[src/rtl/clk_ctrl_pkg.sv]
// Shared types and constants for the CPU clock-enable controller.
// Holds the FSM state encoding and the default counter widths.
package clk_ctrl_pkg;

   localparam int DIV_SEL_W = 5;
   localparam int CNT_W_DEF = 32;

   typedef enum logic [1:0] {
      HALT = 2'd0,
      RUN  = 2'd1,
      STEP = 2'd2
   } state_e;

endpackage

[src/rtl/tick_gen.sv]
// Divide counter: raises tick once every 2^(div_q+1) cycles, with the
// period capped at 2^CNT_W. While hold_i is high the counter sits at zero.
module tick_gen
   import clk_ctrl_pkg::*;
#(
   parameter int CNT_W = CNT_W_DEF
) (
   input  logic                 clk,
   input  logic                 rst,
   input  logic                 hold_i,
   input  logic [DIV_SEL_W-1:0] div_sel_i,
   output logic                 tick_o
);

   logic [CNT_W-1:0]     cnt_q, cnt_d;
   logic [DIV_SEL_W-1:0] div_q, div_d;
   logic [CNT_W-1:0]     mask;

   // Build the terminal count bit by bit so large divisors saturate to all ones.
   for (genvar gi = 0; gi < CNT_W; gi++) begin : g_mask
      assign mask[gi] = ({{(32-DIV_SEL_W){1'b0}}, div_q} >= 32'(gi));
   end

   assign tick_o = !hold_i && (cnt_q == mask);

   always_comb begin
      cnt_d = cnt_q + CNT_W'(1);
      div_d = div_q;
      if (hold_i || tick_o) begin
         cnt_d = '0;
      end
      // Only reload the divisor at a period boundary so a running period is never cut short.
      if (hold_i || tick_o) begin
         div_d = div_sel_i;
      end
   end

   always_ff @(posedge clk) begin
      if (rst) begin
         cnt_q <= '0;
         div_q <= '0;
      end else begin
         cnt_q <= cnt_d;
         div_q <= div_d;
      end
   end

endmodule

[src/rtl/clk_en_ctrl.sv]
// CPU clock-enable controller: run / halt / single-step FSM on top of
// tick_gen, producing registered enable and step-acknowledge pulses.
module clk_en_ctrl
   import clk_ctrl_pkg::*;
#(
   parameter int CNT_W = CNT_W_DEF
) (
   input  logic                 clk,
   input  logic                 rst,
   input  logic [DIV_SEL_W-1:0] div_sel,
   input  logic                 run_req,
   input  logic                 halt_req,
   input  logic                 step_req,
   output logic                 cpu_en,
   output logic                 step_ack,
   output logic [1:0]           state,
   output logic [CNT_W-1:0]     en_cnt
);

   state_e           state_q, state_d;
   logic             cpu_en_q, cpu_en_d;
   logic             step_ack_q, step_ack_d;
   logic [CNT_W-1:0] en_cnt_q, en_cnt_d;
   logic             tick;
   logic             hold;

   assign hold = (state_q == HALT);

   tick_gen #(
      .CNT_W(CNT_W)
   ) u_tick_gen (
      .clk      (clk),
      .rst      (rst),
      .hold_i   (hold),
      .div_sel_i(div_sel),
      .tick_o   (tick)
   );

   // halt_req always wins; a halt arriving on a tick cycle also drops that pulse.
   always_comb begin
      state_d    = state_q;
      cpu_en_d   = 1'b0;
      step_ack_d = 1'b0;
      case (state_q)
         HALT: begin
            if (halt_req) begin
               state_d = HALT;
            end else if (run_req) begin
               state_d = RUN;
            end else if (step_req) begin
               state_d = STEP;
            end
         end
         RUN: begin
            if (halt_req) begin
               state_d = HALT;
            end else begin
               cpu_en_d = tick;
            end
         end
         STEP: begin
            if (halt_req) begin
               state_d = HALT;
            end else if (run_req) begin
               state_d  = RUN;
               cpu_en_d = tick;
            end else if (tick) begin
               cpu_en_d   = 1'b1;
               step_ack_d = 1'b1;
               state_d    = HALT;
            end
         end
         default: begin
            state_d = HALT;
         end
      endcase
      en_cnt_d = en_cnt_q + CNT_W'(cpu_en_d);
   end

   always_ff @(posedge clk) begin
      if (rst) begin
         state_q    <= HALT;
         cpu_en_q   <= 1'b0;
         step_ack_q <= 1'b0;
         en_cnt_q   <= '0;
      end else begin
         state_q    <= state_d;
         cpu_en_q   <= cpu_en_d;
         step_ack_q <= step_ack_d;
         en_cnt_q   <= en_cnt_d;
      end
   end

   assign cpu_en   = cpu_en_q;
   assign step_ack = step_ack_q;
   assign state    = state_q;
   assign en_cnt   = en_cnt_q;

endmodule

[config.mk]
export PLATFORM = sky130hd
export DESIGN_NAME = clk_en_ctrl
export DESIGN_NICKNAME = d
export VERILOG_FILES = /design/src/rtl/clk_ctrl_pkg.sv /design/src/rtl/tick_gen.sv /design/src/rtl/clk_en_ctrl.sv
export SDC_FILE = /design/constraint.sdc
export NUM_CORES = 1
export LEC_CHECK = 0
export ABC_AREA = 0
export BUFFER_PORTS_ARGS = -buffer_cell sky130_fd_sc_hd__buf_4
export CAP_MARGIN = 20
export CELL_PAD_IN_SITES_DETAIL_PLACEMENT = 0
export CELL_PAD_IN_SITES_GLOBAL_PLACEMENT = 1
export CORE_ASPECT_RATIO = 1.2
export CORE_UTILIZATION = 44
export DETAILED_ROUTE_END_ITERATION = 6
export PLACE_DENSITY_LB_ADDON = 0.15
export SLEW_MARGIN = 5
export SYNTH_ARGS = -nofsm -noshare
export SYNTH_HDL_FRONTEND = slang
export SYNTH_SLANG_ARGS = --single-unit
[constraint.sdc]
create_clock -name clk -period 4.3 [get_ports clk]
set_input_delay 0.43 -clock clk [delete_from_list [all_inputs] [get_ports clk]]
set_output_delay 0.43 -clock clk [all_outputs]
set_load 0.02 [all_outputs]
==> impl_metrics.ini <==
[clock_network]
clkTransAtPathRegs_ns = 0.07
numCtsBuffers = 9
clock_sink_count = 73
ctsLongestPathBuffers = 2
cts_tree = yes
insertion_delay_ns = 0.35
clock_root_cell = sky130_fd_sc_hd__clkbuf_8
cts_htree_levels = 3

[synth]
post-synth-top-area-cell = sky130_fd_sc_hd__dfxtp_1
syn-num-nets = 499
synthFlopType = sky130_fd_sc_hd__dfxtp_1
yosysSeqAreaShare_pct = 37.1
syn_area_sq_um = 3940
synth_simple_gate_area_share_pct = 29.4
synthesized_area_divided_by_synthesized_cell_count_sq_um = 8.15
yosys.cell_types.count = 55
synth.yosys.warnings = 0
synth-async-reset-ratio_pct = 0
synth.area.mux_share_pct = 1.78
mapped_cells = 483
synth_compound_area_share_pct = 10.8
post_synth_fa_ha_maj_area_fraction_pct = 1.91
synth_top_area_share_pct = 37.1
synth-xor-area-share_pct = 14.7
synth_top_family_by_area = simple AND/OR/NAND/NOR gates
postSynthRegisterBits = 73
synth.area.top_cells = sky130_fd_sc_hd__dfxtp_1 (37%), sky130_fd_sc_hd__xor2_1 (9.6%), sky130_fd_sc_hd__nor2_1 (7.7%)
synth_edf_count = 0

[sta]
final-hold-violation-count = 0
fin_skew_ns = 0.00421
report.final.slew_viol_count = 0
rsz0062_at_grt = false
tightest_pin_transition_ns = 0.665
clock.fmax_ghz = 0.259
timing.slew.headroom_pct = 55.7
worst_slack_ns = 0.434
fin_setup_tns_ns = 0
timing.final.crit_period_ns = 3.87
setup_viol_count_final = 0
timing.final.crit_share_pct = 89.9

[job]
cap_viol_max_count = 0

[die]
die_w_um = 88.3
floorplan.die.height_um = 106
std_cell_rows = 37
start_util_pct = 45.7
io_pins = 46
floorplan.die_area_sq_um = 9330
core-area_sq_um = 8610

[global_routing]
grt_first_pass_wirelength_um = 15600
grt_start_max_net_pins = 47
number_of_global_route_vias_before_repair = 3307
grt_use_total_pct = 21.7
sum_of_overflow_across_all_layers_after_global_routing = 0
antenna_found_initial = 0

[worst_setup_path]
crit_path_end_kind = flip-flop
crit_path_start_kind = flip-flop
ff2ff_setup_slack_ns = 0.43
r2r_end = en_cnt[24]
critical_path_peak_fanout = 12
timing.rr.start = u_tick_gen.div_q[4]
worstPathArrival_ns = 4.09
worstPathRequired_ns = 4.53
timing.setup.critical_path_class = flip-flop to flip-flop
r2r.worst_path.cells = 19

[finish]
fraction_of_final_layout_cells_with_drive_strength_greater_than_1_pct = 18.2
seq_area_sq_um = 1470
antenna-diode-count = 0
area_growth_syn_to_layout_pct = 18.6
top_library_cells_by_usage_in_the_layout_fill_and_taps_aside = sky130_fd_sc_hd__nor2_1 (81), sky130_fd_sc_hd__dfxtp_1 (69), sky130_fd_sc_hd__buf_4 (61)
layout.nets = 544
final_design_area_no_fill_sq_um = 4670
finalCoreUtilization_pct = 54.2
multiInputGateArea_sq_um = 2330
instances_no_fill = 650
num-fill-cells = 851
layout.cells.most_common = sky130_fd_sc_hd__nor2_1

[routing]
wirelength_um = 9330
vias_per_cell = 5.34
route.antenna.remaining_nets = 0
drt-wirelength-per-cell_um = 14.4
drt-pass1-iter-count = 4
routed-via-count = 3474
drc = 0
drt_iter0_markers = 122

[placement]
place_area_sq_um = 4430
gp_congestion = 0.902
port_buffers = 45
preCtsSetupSlack_ns = 0.203
place_inst = 633
place.detailed.hpwl_um = 6860

[power_and_ir_drop]
powerDensity_nw_per_um2 = 290
max-vdd-ir-drop_v = 0.000175
static-leakage-power_nw = 1.77

[hold_path]
hold_path_startpoint = halt_req
min_to = cpu_en
min_path_type = input port to flip-flop
worst_hold_path.num_cells = 2

[status]
status = complete, no violations
## timing repair
| action | 4_1_cts | 5_1_grt |
|---|---|---|
| gates resized for setup | 0 | 11 |
| endpoints found under the setup margin | 0 | 9 |
| hold buffers | 0 | 0 |
| setup buffers | 0 | 1 |
| endpoints found under the hold margin | 0 | 0 |
## metrics by stage
| stage | hold WS (ns) | power, mW |
|---|---|---|
| global route | 0.277 | 1.42 |
| detailed placement | 0.506 | 0.833 |
| floorplan | 0.441 | 0.795 |
| global placement | 0.486 | 0.833 |
| CTS | 0.262 | 1.37 |
| finish | 0.286 | 1.35 |
## metal layers
metal  global-route usage [%]  wire length (um)
met4                     15.7               460
met2                     34.5              4510
met5                        0                 0
met1                     25.7              4030
met3                     4.07               330
## cell usage after synthesis (11+ instances only)
| cell type | n |
|---|---|
| sky130_fd_sc_hd__nor3_1 | 11 |
| sky130_fd_sc_hd__and3_1 | 16 |
| sky130_fd_sc_hd__nand4_1 | 11 |
| sky130_fd_sc_hd__xnor2_1 | 23 |
| sky130_fd_sc_hd__nor2_1 | 81 |
| sky130_fd_sc_hd__nand3_1 | 34 |
| sky130_fd_sc_hd__clkbuf_1 | 18 |
| sky130_fd_sc_hd__dfxtp_1 | 73 |
| sky130_fd_sc_hd__inv_1 | 15 |
| sky130_fd_sc_hd__a21oi_1 | 13 |
| sky130_fd_sc_hd__xor2_1 | 43 |
| sky130_fd_sc_hd__o21ai_0 | 13 |
| sky130_fd_sc_hd__nand2_1 | 28 |
## worst max-delay path by stage
| stage | from | end | slack, ns | cells past startpoint |
|---|---|---|---|---|
| 5_1_grt | u_tick_gen.div_q[1] | en_cnt[24] | 0.06 | 20 |
| 6_report | u_tick_gen.div_q[4] | en_cnt[24] | 0.43 | 19 |
| 2_1_floorplan | u_tick_gen.div_q[3] | en_cnt[25] | 0.42 | 16 |
| 4_1_cts | u_tick_gen.div_q[4] | en_cnt[24] | 0.19 | 18 |
| 3_5_place_dp | u_tick_gen.div_q[4] | en_cnt[24] | 0.20 | 18 |
| 3_3_place_gp | u_tick_gen.div_q[1] | en_cnt[24] | 0.30 | 19 |
## where the power goes
| part | switching (mW) | total, mW | internal (mW) | leakage [nW] |
|---|---|---|---|---|
| logic | 0.0772 | 0.133 | 0.0563 | 1.08 |
| clock network | 0.255 | 0.529 | 0.274 | 0.102 |
| registers | 0.0103 | 0.691 | 0.681 | 0.590 |
| total | 0.343 | 1.35 | 1.01 | 1.77 |
## cell families (layout without fill, tap and decap cells)
family	count (synthesis)	in the layout
buffers and inverters	43	93
adder cells (fa/ha/maj)	6	6
flip-flops	73	73
AND/OR/NAND/NOR	228	228
XOR/XNOR	66	66
multiplexers	7	7
AO/OA/AOI/OAI	60	60
## flip-flops by register name, summed over array words and instances (netlist names)
signal	count
state	2
step_ack	1
en_cnt	32
u_tick_gen.cnt_q	32
u_tick_gen.div_q	5
cpu_en	1
## final cells by class
class / instances / share of cell area [%]
flip-flops and latches: 73 / 31.4
clock buffers: 13 / 3.83
clock inverters: 3 / 0.456
inverters: 15 / 1.21
multi-input cells: 367 / 49.9
repair buffers: 62 / 10.1
well taps: 117 / 3.14
## critical path: stages, from the launching register on
cell	delay, ns
sky130_fd_sc_hd__dfxtp_2	0.37
sky130_fd_sc_hd__buf_4	0.20
sky130_fd_sc_hd__or3_1	0.40
sky130_fd_sc_hd__or3_1	0.32
sky130_fd_sc_hd__o21ai_0	0.09
sky130_fd_sc_hd__a211oi_1	0.15
sky130_fd_sc_hd__nor4_4	0.27
sky130_fd_sc_hd__nand4b_2	0.21
sky130_fd_sc_hd__nor3b_1	0.24
sky130_fd_sc_hd__ha_1	0.23
sky130_fd_sc_hd__ha_1	0.21
sky130_fd_sc_hd__inv_1	0.07
sky130_fd_sc_hd__nor3_1	0.18
sky130_fd_sc_hd__buf_4	0.17
sky130_fd_sc_hd__nand2_1	0.09
sky130_fd_sc_hd__nor3_1	0.14
sky130_fd_sc_hd__buf_4	0.15
sky130_fd_sc_hd__nand2_1	0.06
sky130_fd_sc_hd__xor2_1	0.14
sky130_fd_sc_hd__nor2_1	0.06
Note: power is estimated with default switching activity, not from simulation.
